<file path="config.mk">
export PLATFORM = sky130hd
export DESIGN_NAME = spi_slave_rx_flat
export DESIGN_NICKNAME = d
export VERILOG_FILES = /design/src/rtl/spi_pkg.sv /design/src/rtl/spi_slave_rx_if.sv /design/src/rtl/spi_sync_bit.sv /design/src/rtl/spi_slave_rx.sv /design/src/flat_wrapper.sv
export SDC_FILE = /design/constraint.sdc
export NUM_CORES = 1
export LEC_CHECK = 0
export ABC_AREA = 1
export CORE_MARGIN = 1
export CORE_UTILIZATION = 47
export DETAILED_ROUTE_END_ITERATION = 10
export PLACE_DENSITY = 0.73
export SYNTH_ARGS = -nofsm -noshare
export SYNTH_HDL_FRONTEND = slang
export SYNTH_SLANG_ARGS = --single-unit
</file>
<file path="constraint.sdc">
create_clock -name clk -period 1.2 [get_ports clk]
set_clock_uncertainty 0.05 [all_clocks]
set_input_delay 0.24 -clock clk [delete_from_list [all_inputs] [get_ports clk]]
set_output_delay 0.24 -clock clk [all_outputs]
set_load 0.01 [all_outputs]
</file>
<file path="src/rtl/spi_pkg.sv">
// spi_pkg: definitions shared by the SPI master and the SPI receive endpoint.
//   spi_state_e - receiver FSM states (IDLE, SHIFT)
//   SPI_DATA_W  - default word width
//   SPI_CPOL/SPI_CPHA - link mode 0: SCLK idles low, data sampled on rising SCLK
package spi_pkg;

  typedef enum logic {
    IDLE  = 1'b0,
    SHIFT = 1'b1
  } spi_state_e;

  localparam int unsigned SPI_DATA_W = 8;
  localparam bit          SPI_CPOL   = 1'b0;
  localparam bit          SPI_CPHA   = 1'b0;

endpackage

</file>
<file path="src/rtl/spi_slave_rx_if.sv">
// spi_slave_rx_if: SPI pins plus the receive-side valid/ready handshake.
//   sclk, cs, mosi       - SPI link from the master (cs active low)
//   rx_data, rx_valid    - received word and its valid flag
//   rx_ready             - consumer accept
//   overrun, busy        - status (overrun is a one-cycle pulse)
//   frame_err            - partial-word abort pulse, present only with
//                          SPI_RX_FRAME_ERR_EN defined
// modport slave  : the receiver (spi_slave_rx)
// modport master : the environment (SPI master pins + consumer)
interface spi_slave_rx_if import spi_pkg::*; #(
  parameter int unsigned DATA_W = SPI_DATA_W
);
  logic              sclk;
  logic              cs;
  logic              mosi;
  logic [DATA_W-1:0] rx_data;
  logic              rx_valid;
  logic              rx_ready;
  logic              overrun;
  logic              busy;
`ifdef SPI_RX_FRAME_ERR_EN
  logic              frame_err;
`endif

  modport slave (
    input  sclk, cs, mosi, rx_ready,
    output rx_data, rx_valid, overrun, busy
`ifdef SPI_RX_FRAME_ERR_EN
    , output frame_err
`endif
  );

  modport master (
    output sclk, cs, mosi, rx_ready,
    input  rx_data, rx_valid, overrun, busy
`ifdef SPI_RX_FRAME_ERR_EN
    , input frame_err
`endif
  );
endinterface

</file>
<file path="src/rtl/spi_sync_bit.sv">
// spi_sync_bit: STAGES-deep flop synchronizer for one asynchronous bit.
//   clk, rst_n - system clock, async active-low reset
//   i_d        - asynchronous input
//   o_q        - synchronized output; every stage resets to RST_VAL
module spi_sync_bit #(
  parameter int unsigned STAGES  = 2,
  parameter logic        RST_VAL = 1'b0
) (
  input  logic clk,
  input  logic rst_n,
  input  logic i_d,
  output logic o_q
);
  logic [STAGES-1:0] r_sync;

  always_ff @(posedge clk or negedge rst_n) begin
    if (!rst_n) r_sync <= {STAGES{RST_VAL}};
    else        r_sync <= {r_sync[STAGES-2:0], i_d};
  end

  assign o_q = r_sync[STAGES-1];
endmodule

</file>
<file path="src/rtl/spi_slave_rx.sv">
// spi_slave_rx: SPI mode-0 receive endpoint, MSB first, oversampled in clk.
//   clk, rst_n - system clock, async active-low reset
//   bus        - spi_slave_rx_if.slave: sclk/cs/mosi in, rx_data/rx_valid
//                out with rx_ready accept, overrun pulse, busy (= !cs_s)
// Optional: SPI_RX_FRAME_ERR_EN adds bus.frame_err, a one-cycle pulse when
// cs rises mid-word. DATA_W must match the interface's DATA_W.
module spi_slave_rx import spi_pkg::*; #(
  parameter int unsigned DATA_W      = SPI_DATA_W,
  parameter int unsigned SYNC_STAGES = 2
) (
  input  logic           clk,
  input  logic           rst_n,
  spi_slave_rx_if.slave  bus
);
  localparam int unsigned    CW    = $clog2(DATA_W);
  localparam logic [CW-1:0]  LAST  = CW'(DATA_W - 1);
  localparam logic [3:0]     FLUSH = 4'(SYNC_STAGES);

  logic w_sclk_s, w_cs_s, w_mosi_s;

  spi_sync_bit #(.STAGES(SYNC_STAGES), .RST_VAL(1'b0)) u_sync_sclk (
    .clk(clk), .rst_n(rst_n), .i_d(bus.sclk), .o_q(w_sclk_s));
  spi_sync_bit #(.STAGES(SYNC_STAGES), .RST_VAL(1'b1)) u_sync_cs (
    .clk(clk), .rst_n(rst_n), .i_d(bus.cs), .o_q(w_cs_s));
  spi_sync_bit #(.STAGES(SYNC_STAGES), .RST_VAL(1'b0)) u_sync_mosi (
    .clk(clk), .rst_n(rst_n), .i_d(bus.mosi), .o_q(w_mosi_s));

  spi_state_e        r_state, w_state_nxt;
  logic [CW-1:0]     r_bit_cnt, w_bit_cnt_nxt;
  logic [DATA_W-2:0] r_shift, w_shift_nxt;
  logic [DATA_W-1:0] r_data, w_word;
  logic              r_valid, r_overrun, r_busy, r_sclk_q, r_cs_hi;
  logic [3:0]        r_flush;
  logic              w_rise, w_done, w_partial;

  assign w_rise = w_sclk_s & ~r_sclk_q;
  assign w_word = {r_shift, w_mosi_s};

  always_ff @(posedge clk or negedge rst_n) begin
    if (!rst_n) r_state <= IDLE;
    else        r_state <= w_state_nxt;
  end

  always_comb begin
    w_state_nxt   = r_state;
    w_bit_cnt_nxt = r_bit_cnt;
    w_shift_nxt   = r_shift;
    w_done        = 1'b0;
    w_partial     = 1'b0;
    case (r_state)
      IDLE: begin
        w_bit_cnt_nxt = '0;
        w_shift_nxt   = '0;
        if (r_cs_hi && !w_cs_s) w_state_nxt = SHIFT;
      end
      SHIFT: begin
        if (w_cs_s) begin
          // cs release wins over a coincident SCLK rise
          w_state_nxt   = IDLE;
          w_bit_cnt_nxt = '0;
          w_shift_nxt   = '0;
          w_partial     = (r_bit_cnt != '0);
        end else if (w_rise) begin
          w_shift_nxt = w_word[DATA_W-2:0];
          if (r_bit_cnt == LAST) begin
            w_bit_cnt_nxt = '0;
            w_done        = 1'b1;
          end else begin
            w_bit_cnt_nxt = r_bit_cnt + 1'b1;
          end
        end
      end
      default: w_state_nxt = IDLE;
    endcase
  end

  // r_cs_hi records a genuine high on cs_s. It stays low until the
  // synchronizer has flushed its reset value, so a frame already in
  // progress when reset is released never looks like a cs fall.
  always_ff @(posedge clk or negedge rst_n) begin
    if (!rst_n) begin
      r_bit_cnt <= '0;
      r_shift   <= '0;
      r_data    <= '0;
      r_valid   <= 1'b0;
      r_overrun <= 1'b0;
      r_busy    <= 1'b0;
      r_sclk_q  <= 1'b0;
      r_cs_hi   <= 1'b0;
      r_flush   <= '0;
    end else begin
      r_bit_cnt <= w_bit_cnt_nxt;
      r_shift   <= w_shift_nxt;
      r_sclk_q  <= w_sclk_s;
      r_busy    <= ~w_cs_s;
      r_cs_hi   <= (r_flush == FLUSH) & w_cs_s;
      if (r_flush != FLUSH) r_flush <= r_flush + 1'b1;
      r_overrun <= 1'b0;
      if (w_done) begin
        if (!r_valid || bus.rx_ready) begin
          r_data  <= w_word;
          r_valid <= 1'b1;
        end else begin
          r_overrun <= 1'b1;
        end
      end else if (r_valid && bus.rx_ready) begin
        r_valid <= 1'b0;
      end
    end
  end

  assign bus.rx_data  = r_data;
  assign bus.rx_valid = r_valid;
  assign bus.overrun  = r_overrun;
  assign bus.busy     = r_busy;

`ifdef SPI_RX_FRAME_ERR_EN
  logic r_frame_err;
  always_ff @(posedge clk or negedge rst_n) begin
    if (!rst_n) r_frame_err <= 1'b0;
    else        r_frame_err <= (r_state == SHIFT) && w_partial;
  end
  assign bus.frame_err = r_frame_err;
`else
  // partial words are discarded silently; the abort flag has no consumer
  logic w_unused_partial;
  assign w_unused_partial = w_partial;
`endif
endmodule

</file>
<file path="src/flat_wrapper.sv">
// flat-port wrapper written by rule: the top's interface ports become plain ports
module spi_slave_rx_flat import spi_pkg::*;
#(
  parameter int unsigned DATA_W      = SPI_DATA_W,
  parameter int unsigned SYNC_STAGES = 2
)
  (clk, rst_n, bus_sclk, bus_cs, bus_mosi, bus_rx_ready, bus_rx_data, bus_rx_valid, bus_overrun, bus_busy);
  spi_slave_rx_if #(.DATA_W(DATA_W)) bus_i ();
  input  logic clk;
  input  logic rst_n;
  input wire logic [$bits(bus_i.sclk)-1:0] bus_sclk;
  input wire logic [$bits(bus_i.cs)-1:0] bus_cs;
  input wire logic [$bits(bus_i.mosi)-1:0] bus_mosi;
  input wire logic [$bits(bus_i.rx_ready)-1:0] bus_rx_ready;
  output wire logic [$bits(bus_i.rx_data)-1:0] bus_rx_data;
  output wire logic [$bits(bus_i.rx_valid)-1:0] bus_rx_valid;
  output wire logic [$bits(bus_i.overrun)-1:0] bus_overrun;
  output wire logic [$bits(bus_i.busy)-1:0] bus_busy;
  assign bus_i.sclk = bus_sclk;
  assign bus_i.cs = bus_cs;
  assign bus_i.mosi = bus_mosi;
  assign bus_i.rx_ready = bus_rx_ready;
  assign bus_rx_data = bus_i.rx_data;
  assign bus_rx_valid = bus_i.rx_valid;
  assign bus_overrun = bus_i.overrun;
  assign bus_busy = bus_i.busy;
  spi_slave_rx #(.DATA_W(DATA_W), .SYNC_STAGES(SYNC_STAGES)) u_core (.clk(clk), .rst_n(rst_n), .bus(bus_i));
endmodule
</file>
==> impl_results.md, run 1 <==
* Die ar. at around 3000 µm²
* Synth async-reset ratio at 1.00
* Synth area leaders: dfrtp_1 63%, nand2_1 7.9%, nand3_1 6.3%, dfstp_2 4.1%, ha_1 3.9%
* PwrDens at 1120 nW/µm²
* HPWL after DPL at roughly 1500 µm
* Port bufs at 16
* Outcome: finished with violations
* Failing checks: setup timing
* Synth Instances at around 120
* Syn Nets at about 130
* Grt met2 use at 0.309
* Unrepaired setup endpoints after global routing: yes
* Total GRT Usage at 0.186
* Via Count at just over 900
* Final setup fails at 9
* Worst min-delay path class: in -> async
* RePlAce Congestion at 0.738
* Hold Vio Cnt, Final at 0
* Maximum VDD drop at roughly 0.94 mV
* Post-route ant nets at 0
* Inst Count DP at around 170
* Total clock buffers created by CTS at 5
* Worst reg2reg endpoint: u_core.bus.rx_data[4]
* Number of enable flip-flop cells after synthesis at 0
* IO Pins at 17
* CTS tree: built
* H-tree levels at 2
* Top cells by count, synth: 32 x dfrtp_1, 27 x nand2_1, 16 x nand3_1
* Post-Place Cell Area at approximately 1500 µm²
* Clk sinks at 34
* Layout Cell Area excl Fill at roughly 1600 µm²
* Slew margin rel. at 0.851
* DR vias/cell at between 4 and 5
* Die Wd at 54.2 µm
* Synthesized flop and latch total at 34
* Share of layout cells above drive strength 1 at 0.322
* Die Height at roughly 54 µm
* Max Cap Viol at 0
* Number of cells on the worst reg-to-reg path at 7
* M3 GR Usage at 0.0424
* CTS Hold Bufs at 0
* Critical path peak fanout at 4
* CORE AREA at approximately 2500 µm²
* Clock Tree Buf Depth at 2
* Hold Slack at 0.221 ns
* CP Launch Type: flop
* Worst-path cell chain: ha_2, ha_4, nand3_4, nor2_4, buf_6, nand3_1, nand2_1
* R2R Setup Slk at -0.13 ns
* Post-detailed-route wirelength per cell at 12.8 µm
* Most common cell in the netlist: dfrtp_1
* First-pass DRT Iterations at 4
* Initial Util at 0.507
* FILL cells at about 220
* Std cell rows at 18
* Final Max Tran Viols at 0
* Main synth FF type: dfrtp_1
* Highest clock rate at ~0.75 GHz
* Critical path type: reg -> reg
* Syn Area/Cell at 10.9 µm²
* First-pass GRT wire length at around 3700 µm
* Antenna violations before repair at 0
* Top-area cell type share of the netlist area at 0.626
* CTS root buf: clkbuf_4
* Sequential fraction of the synthesis area at 0.667
* Final WL at about 2300 µm
* Synthesis Warnings at 0
* Post-Layout Cell Count at ~180
* Synth Cell Area at between 1000 and 1500 µm²
* Worst EP arrival at between 1.5 and 2 ns
* Latest clock arrival within the worst-skew pair at 0.33 ns
* GR Layer Usage met1 at 0.216
* Nets at roughly 160
* RR Startpoint: u_core.r_bit_cnt[0]
* Largest net degree at the start of global routing at 35
* Slowest stage delay, CP at approximately 0.36 ns
* Synth area leader: dfrtp_1
* Netlist cell types at 18
* Worst EP required at 1.43 ns
* Post-layout min period at ~1.3 ns
* Vias in the first global route at ~900
* Critical Path Slowest Stage Cell: dfrtp_1
* Total grt overflow at 0
* Initial drt markers at 6
* Top delay family on crit path: simple AND/OR/NAND/NOR gates
* Leakage power at ~0.8 nW
* Setup WS post-layout at -0.132 ns
* Layout area overhead at 27.6%
* Drt drc at 0
* Worst-Margin Slew at 0.223 ns
* Crit path buf inv count at 1
* Worst-path clk slew at 0.10 ns
* Crit path capture type: flop
* GRT busiest layer: met2
* N_diodes at 0
* Final core occ at 0.647
* Fin crit share at 1.11
logic make-up (layout without fill, tap and decap cells):
group | after synthesis | count (layout) | share of synthesized area
compound gates | 10 | 10 | 0.0440
xor+xnor | 3 | 3 | 0.0205
fa+ha+maj | 4 | 4 | 0.0391
buf+inv | 14 | 47 | 0.0410
flops | 34 | 34 | 0.667
simple gates | 52 | 54 | 0.189
worst max-delay path by stage:
stage | start | end | slack (ns) | cells past startpoint
floorplan | u_core.r_bit_cnt[1] | u_core.bus.rx_data[0] | -0.07 | 7
global placement | u_core.r_bit_cnt[1] | u_core.bus.rx_data[2] | -0.13 | 7
detailed placement | u_core.r_bit_cnt[1] | u_core.bus.rx_data[6] | -0.18 | 7
CTS | u_core.r_bit_cnt[1] | u_core.bus.rx_data[6] | -0.13 | 7
global route | u_core.r_bit_cnt[0] | u_core.bus.rx_data[5] | -0.22 | 7
finish | u_core.r_bit_cnt[0] | u_core.bus.rx_data[4] | -0.13 | 7
stage by stage:
stage	TNS (ns)	worst slack, ns	total power [mW]
floorplan	-0.597	-0.0746	1.23
global placement	-1.12	-0.131	1.29
detailed placement	-1.47	-0.176	1.29
CTS	-0.875	-0.125	1.86
global route	-1.84	-0.222	1.92
finish	-1.01	-0.132	1.83
power by group:
part,internal [mW],switching (mW)
registers,1.17,0.0129
clock network,0.210,0.352
logic,0.0339,0.0531
worst register-to-register path, stage by stage (launching register included):
cell,delay (ns)
dfrtp_1,0.36
ha_2,0.19
ha_4,0.14
nand3_4,0.08
nor2_4,0.19
buf_6,0.13
nand3_1,0.07
nand2_1,0.07
cell usage in the layout, fill, tap and decap left out, types with 3 or more instances in the layout:
master / netlist / final
buf_2: 0 / 11
buf_4: 0 / 9
clkbuf_4: 0 / 5
clkdlybuf4s50_1: 0 / 5
dfrtp_1: 32 / 32
inv_1: 12 / 12
nand2_1: 27 / 21
nand2_2: 1 / 7
nand3_1: 16 / 14
nor2_1: 4 / 3
o21ai_1: 0 / 3
o22ai_1: 5 / 5
final cells by class:
class / count / area (µm²) / share of cell area
clock buffer: 5 / 37.5 / 0.0230
timing repair buffer: 27 / 204 / 0.125
multi-input combinational: 71 / 442 / 0.270
clock inverter: 2 / 10.0 / 0.00613
sequential: 34 / 853 / 0.523
tap: 30 / 37.5 / 0.0230
inverter: 13 / 48.8 / 0.0299
timing repair:
action	in CTS	in global routing
setup endpoints to repair	20	15
gates cloned	1	1
pin swaps	2	3
resized for setup	44	13
setup buffers	4	4
state kept, by name, summed over array words and instances (netlist names), 2 cells and up:
register                   count
u_core.u_sync_sclk.r_sync      2
u_core.u_sync_cs.r_sync        2
u_core.r_flush                 4
u_core.u_sync_mosi.r_sync      2
u_core.bus.rx_data             8
u_core.r_bit_cnt               3
u_core.r_shift                 7
routing by layer:
layer	vias to the layer above	wire length, µm
met3	5	101
met4	0	33
met1	435	988
li1	446	-
met5	-	0
met2	19	1200
No activity file was read; power rests on OpenSTA's default activity.
==> run 2: changes to the inputs <==
- CORE_MARGIN: 1 -> 5
==> run 2 against run 1 <==
Effect of this change:
- the flow still finishes with violations (setup timing)
- global-route usage fell by 4.9 points
- utilization fell by 4.4 points
- clock power is essentially flat
- hold slack lost 0.0057 ns
- critical endpoint is now u_core.bus.rx_data[6]
- largest power group unchanged
- highest routed layer unchanged
==> impl_results.md, run 2 (synthesis results as in run 1) <==
* Via Count at 923 (+2.0%)
* PwrDens at 1130 nW/µm² (+0.38%)
* Largest net degree at the start of global routing at 35 (unchanged)
* Total clock buffers created by CTS at 5 (unchanged)
* Critical path type: reg -> reg
* Std cell rows at 19 (+1)
* Final Max Tran Viols at 0 (unchanged)
* Worst EP required at 1.37 ns (-0.06 ns)
* RePlAce Congestion at 0.777 (+5.4%)
* Total GRT Usage at 0.137 (-0.0492)
* Slowest stage delay, CP at 0.37 ns (about the same)
* Post-detailed-route wirelength per cell at 12.4 µm (-3.1%)
* Worst min-delay path class: in -> async
* Worst-path clk slew at 0.10 ns (about the same)
* Dpl ws at -0.202 ns (-0.0256 ns)
* Crit path capture type: flop
* Vias in the first global route at 892 (+0.11%)
* Clk sinks at 34 (unchanged)
* Leakage power at 0.808 nW (-1.3%)
* Outcome: finished with violations
* H-tree levels at 2 (unchanged)
* N_diodes at 0 (unchanged)
* Layout Cell Area excl Fill at 1620 µm² (-0.77%)
* HPWL after DPL at 1550 µm (+3.6%)
* Fin crit share at 1.13 (+0.0188)
* Die Wd at 62.2 µm (+15%)
* Die ar. at 3870 µm² (+32%)
* Max reg flops at 8 (unchanged)
* Clock Tree Buf Depth at 2 (unchanged)
* CTS tree: built
* Worst-Margin Slew at 0.247 ns (+0.0238 ns)
* Port bufs at 16 (unchanged)
* Crit path buf inv count at 0 (-1)
* Setup WS post-layout at -0.154 ns (-0.0225 ns)
* Top delay family on crit path: simple AND/OR/NAND/NOR gates
* Hold Slack at 0.215 ns (-0.00565 ns)
* Antenna violations before repair at 0 (unchanged)
* First-pass DRT Iterations at 4 (unchanged)
* Initial Util at 0.476 (-0.0310)
* Post-layout min period at 1.35 ns (+0.0225 ns)
* Hold Vio Cnt, Final at 0 (unchanged)
* Final WL at 2270 µm (-2.6%)
* Die Height at 62.2 µm (+15%)
* CP Launch Type: flop
* Worst-path cell chain: ha_2, ha_4, nand3_4, nor2_4, nand2_4, nand2_2, nand2_1
* Critical Path Slowest Stage Cell: dfrtp_1
* Most common cell after layout, fill and taps aside: dfrtp_1
* First-pass GRT wire length at 4090 µm (+11%)
* CORE AREA at 2690 µm² (+6.5%)
* Share of layout cells above drive strength 1 at 0.296 (-0.0263)
* Highest clock rate at 0.738 GHz (-1.7%)
* CTS root buf: clkbuf_4
* Critical path peak fanout at 5 (+1)
* Most frequent cells in the layout: 32 x dfrtp_1, 21 x nand2_1, 15 x nand3_1
* Nets at 161 (-0.62%)
* Layout area overhead at 26.6%
* Unrepaired setup endpoints after global routing: yes
* IO Pins at 17 (unchanged)
* Max Cap Viol at 0 (unchanged)
* Failing checks: setup timing
* Post-Place Cell Area at 1540 µm² (about the same)
* Drt drc at 0 (unchanged)
* Worst EP arrival at 1.52 ns (-0.04 ns)
* Total grt overflow at 0 (unchanged)
* Final setup fails at 11 (+2)
* Maximum VDD drop at 1.06 mV (+13%)
* Slew margin rel. at 0.835 (-0.0160)
* Final core occ at 0.603 (-0.0442)
* Initial drt markers at 32 (+26)
* Post-route ant nets at 0 (unchanged)
* Latest clock arrival within the worst-skew pair at 0.33 ns (about the same)
* DR vias/cell at 5.04 (+1.4%)
-- run 2: changes by cell type in the layout (fill, tap and decap cells not counted), moves of 2 or more --
| cell | change |
|---|---|
| o21ai_0 | +2 |
| o21ai_1 | -2 |
| clkbuf_1 | +3 |
| clkinv_2 | -2 |
-- run 2: worst paths after layout --
kind	start	endpoint	slack (ns)	cells past startpoint
max reg2reg	u_core.r_bit_cnt[0]	u_core.bus.rx_data[6]	-0.15	7
min reg2reg	u_core.u_sync_mosi.r_sync[0]	u_core.u_sync_mosi.r_sync[1]	0.31	0
max in group asynchronous	rst_n	u_core.u_sync_cs.r_sync[0]	0.63	2
min in group clk	bus_cs	u_core.u_sync_cs.r_sync[0]	0.27	1
max	u_core.r_bit_cnt[0]	u_core.bus.rx_data[6]	-0.15	7
min	rst_n	u_core.r_shift[5]	0.22	2
-- run 2: through the flow --
step                TNS [ns]  std cells  power, mW
floorplan             -0.597        117       1.23
global placement       -1.14        166       1.28
detailed placement     -1.80        166       1.29
CTS                    -1.11        183       1.85
global route           -2.57        183       1.93
finish                 -1.17        183       1.82
-- run 2: layer usage --
metal | routed length, µm | part of all wire | track usage | up-vias
met2 | 1090 | 0.48 | 0.203 | 30
met4 | 38 | 0.017 | 0.0650 | 0
met1 | 985 | 0.43 | 0.171 | 442
met5 | 0 | 0 | 0 | -
li1 | - | - | - | 447
met3 | 147 | 0.065 | 0.0595 | 4
-- run 2: cell type report --
cell class                 count  area, µm²
clock buffer                   8       48.8
fill                         218       1070
inverter                      13       48.8
multi-input combinational     71        432
sequential                    34        853
tap                           31       38.8
timing repair buffer          26        199
-- run 2: repair_timing --
action,CTS,global route
setup endpoints to repair,22,23
resized for setup,47,6
gates cloned,2,0
buffers inserted,7,0
hold buffers,0,0
pin swaps,2,0
-- run 2: worst reg2reg max path: stages, from the launching register on --
cell and delay [ns]:
dfrtp_1 0.37, ha_2 0.20, ha_4 0.14, nand3_4 0.08, nor2_4 0.18, nand2_4 0.11
nand2_2 0.07, nand2_1 0.05
-- run 2: where the power goes --
group / internal (mW) / switching, mW / leakage, nW / total, mW
combinational: 0.0313 / 0.0527 / 0.337 / 0.0840
clock: 0.233 / 0.327 / 0.0265 / 0.560
sequential: 1.17 / 0.0113 / 0.445 / 1.18
==> run 3: changes to the inputs <==
- CORE_UTILIZATION: 47 -> 42
- PLACE_DENSITY: 0.73 -> 0.66
==> run 3 against run 2 <==
Effect of this change:
- the flow still finishes with violations (setup timing)
- first-iteration DRC count increased by 6.3%
- non-clock buffer count rose by 3
- worst setup slack got worse by 0.022 ns
- critical path depth unchanged
- register-to-register slack got worse by 0.02 ns
- combinational power rose by 13%
- die area is 9.9% higher
- sequential cell count unchanged
- utilization fell by 4.3 points
- sequential power about the same
- maximum frequency is 1.6% lower
- design area is 3.0% higher
- critical endpoint unchanged
- largest power group unchanged
- highest routed layer unchanged
==> impl_results.md, run 3 (synthesis results as in run 1) <==
* Outcome: finished with violations
* Failing checks: setup timing
* Max reg flops at 8 (unchanged)
* Die Height at 65.2 µm (+4.9%)
* Post-Layout Cell Count at 185 (+1.1%)
* Worst min-delay path class: in -> async
* Largest net degree at the start of global routing at 35 (unchanged)
* CORE AREA at 2980 µm² (+11%)
* Share of layout cells above drive strength 1 at 0.296 (unchanged)
* Drt drc at 0 (unchanged)
* FILL cells at 283 (+30%)
* Initial Util at 0.430 (-0.0466)
* Vias in the first global route at 972 (+9.0%)
* CTS Hold Bufs at 0 (unchanged)
* First-pass DRT Iterations at 5 (+1)
* Final setup fails at 12 (+1)
* First-pass GRT wire length at 4240 µm (+3.7%)
* IO Pins at 17 (unchanged)
* Slew margin rel. at 0.850 (+0.0151)
* Hold Vio Cnt, Final at 0 (unchanged)
* Clk sinks at 34 (unchanged)
* Unrepaired setup endpoints after global routing: yes
* Final WL at 2470 µm (+8.9%)
* Worst-path clk slew at 0.09 ns (about the same)
* RePlAce Congestion at 0.751 (-3.4%)
* Antenna violations before repair at 0 (unchanged)
* CTS root buf: clkbuf_4
* Setup WS post-layout at -0.176 ns (-0.0223 ns)
* Nets at 162 (+0.62%)
* Fin crit share at 1.15 (+0.0186)
* Post-route ant nets at 0 (unchanged)
* Total clock buffers created by CTS at 5 (unchanged)
* Initial drt markers at 34 (+6.3%)
* HPWL after DPL at 1640 µm (+5.7%)
* Worst EP required at 1.42 ns (+0.05 ns)
* Crit path capture type: flop
* Highest clock rate at 0.726 GHz (-1.6%)
* Post-detailed-route wirelength per cell at 13.3 µm (+7.7%)
* DR vias/cell at 4.99 (-0.97%)
* Std cell rows at 20 (+1)
* Clock Tree Buf Depth at 2 (unchanged)
* Critical path peak fanout at 5 (unchanged)
* Max Cap Viol at 0 (unchanged)
* PwrDens at 1100 nW/µm² (-1.8%)
* Worst-Margin Slew at 0.224 ns (-0.0225 ns)
* Total Power at 1.84 mW (+1.2%)
* Die ar. at 4250 µm² (+9.9%)
* Port bufs at 16 (unchanged)
* Post-layout min period at 1.38 ns (+0.0223 ns)
* H-tree levels at 2 (unchanged)
* Latest clock arrival within the worst-skew pair at 0.33 ns (about the same)
* Total grt overflow at 0 (unchanged)
* Total GRT Usage at 0.138 (+0.000612)
* CTS tree: built
* Leakage power at 0.846 nW (+4.6%)
* CP Launch Type: flop
* Via Count at 924 (+0.11%)
* Critical path type: reg -> reg
* Setup TNS at -1.49 ns (-0.320 ns)
* Hold Slack at 0.219 ns (+0.00338 ns)
* Most common cell after layout, fill and taps aside: dfrtp_1
* Layout area overhead at 30.4%
* Die Wd at 65.2 µm (+4.9%)
* Final Max Tran Viols at 0 (unchanged)
* Inst Count DP at 170 (+2.4%)
* Maximum VDD drop at 0.654 mV (-39%)
* Most frequent cells in the layout: 32 x dfrtp_1, 26 x nand2_1, 13 x nand3_1
* Worst EP arrival at 1.60 ns (+0.08 ns)
* N_diodes at 0 (unchanged)
-- run 3: cell type report --
cell class | count | area [µm²] | area share
Clock buffer | 7 | 45.0 | 0.0270
Inverter | 13 | 51.3 | 0.0307
Multi-Input combinational cell | 69 | 449 | 0.269
Sequential cell | 34 | 853 | 0.511
Tap cell | 33 | 41.3 | 0.0247
Timing Repair Buffer | 29 | 229 | 0.137
-- run 3: critical path, stage by stage (launching register included) --
cell and delay (ns):
dfrtp_1 0.38, ha_2 0.20, ha_4 0.14, nand3_4 0.07, nor2_4 0.20, buf_6 0.14, nand3_1 0.07, nand2_1 0.08
-- run 3: power by group --
group          switching (mW)  internal [mW]  leakage (nW)  total [mW]
combinational          0.0589         0.0356         0.376      0.0945
sequential             0.0137           1.17         0.445        1.18
clock                   0.347          0.221        0.0254       0.568
-- run 3: repair_timing --
action                     4_1_cts  5_1_grt
pin swaps                        1        1
buffers inserted                 6        2
hold endpoints to repair         0        0
setup endpoints to repair       22       23
cloned                           0        0
gates resized for setup         46       10
-- run 3: worst paths after layout --
check	startpoint	end	slack [ns]	depth (start not counted)
worst max-delay path	u_core.r_bit_cnt[1]	u_core.bus.rx_data[6]	-0.18	7
worst min-delay path	rst_n	u_core.r_state	0.22	2
worst max register to register	u_core.r_bit_cnt[1]	u_core.bus.rx_data[6]	-0.18	7
worst min register to register	u_core.u_sync_sclk.r_sync[0]	u_core.u_sync_sclk.r_sync[1]	0.31	0
max in group asynchronous	rst_n	u_core.u_sync_cs.r_sync[1]	0.65	2
min in group clk	bus_cs	u_core.u_sync_cs.r_sync[0]	0.26	1
-- run 3: per-layer routing --
metal | global-route usage | share of wire | up-vias
li1 | - | - | 446
met1 | 0.145 | 0.40 | 450
met2 | 0.234 | 0.53 | 26
met3 | 0.0684 | 0.057 | 2
met4 | 0.0544 | 0.0081 | 0
met5 | 0 | 0 | -
-- run 3: metrics by stage --
step           worst slack [ns]  instance area (µm²)  utilization
3_5_place_dp             -0.172                 1560        0.522
6_report                 -0.176                 1670        0.561
4_1_cts                  -0.146                 1620        0.543
5_1_grt                  -0.268                 1670        0.561
3_3_place_gp             -0.175                 1560        0.522
2_1_floorplan           -0.0746                 1310            -
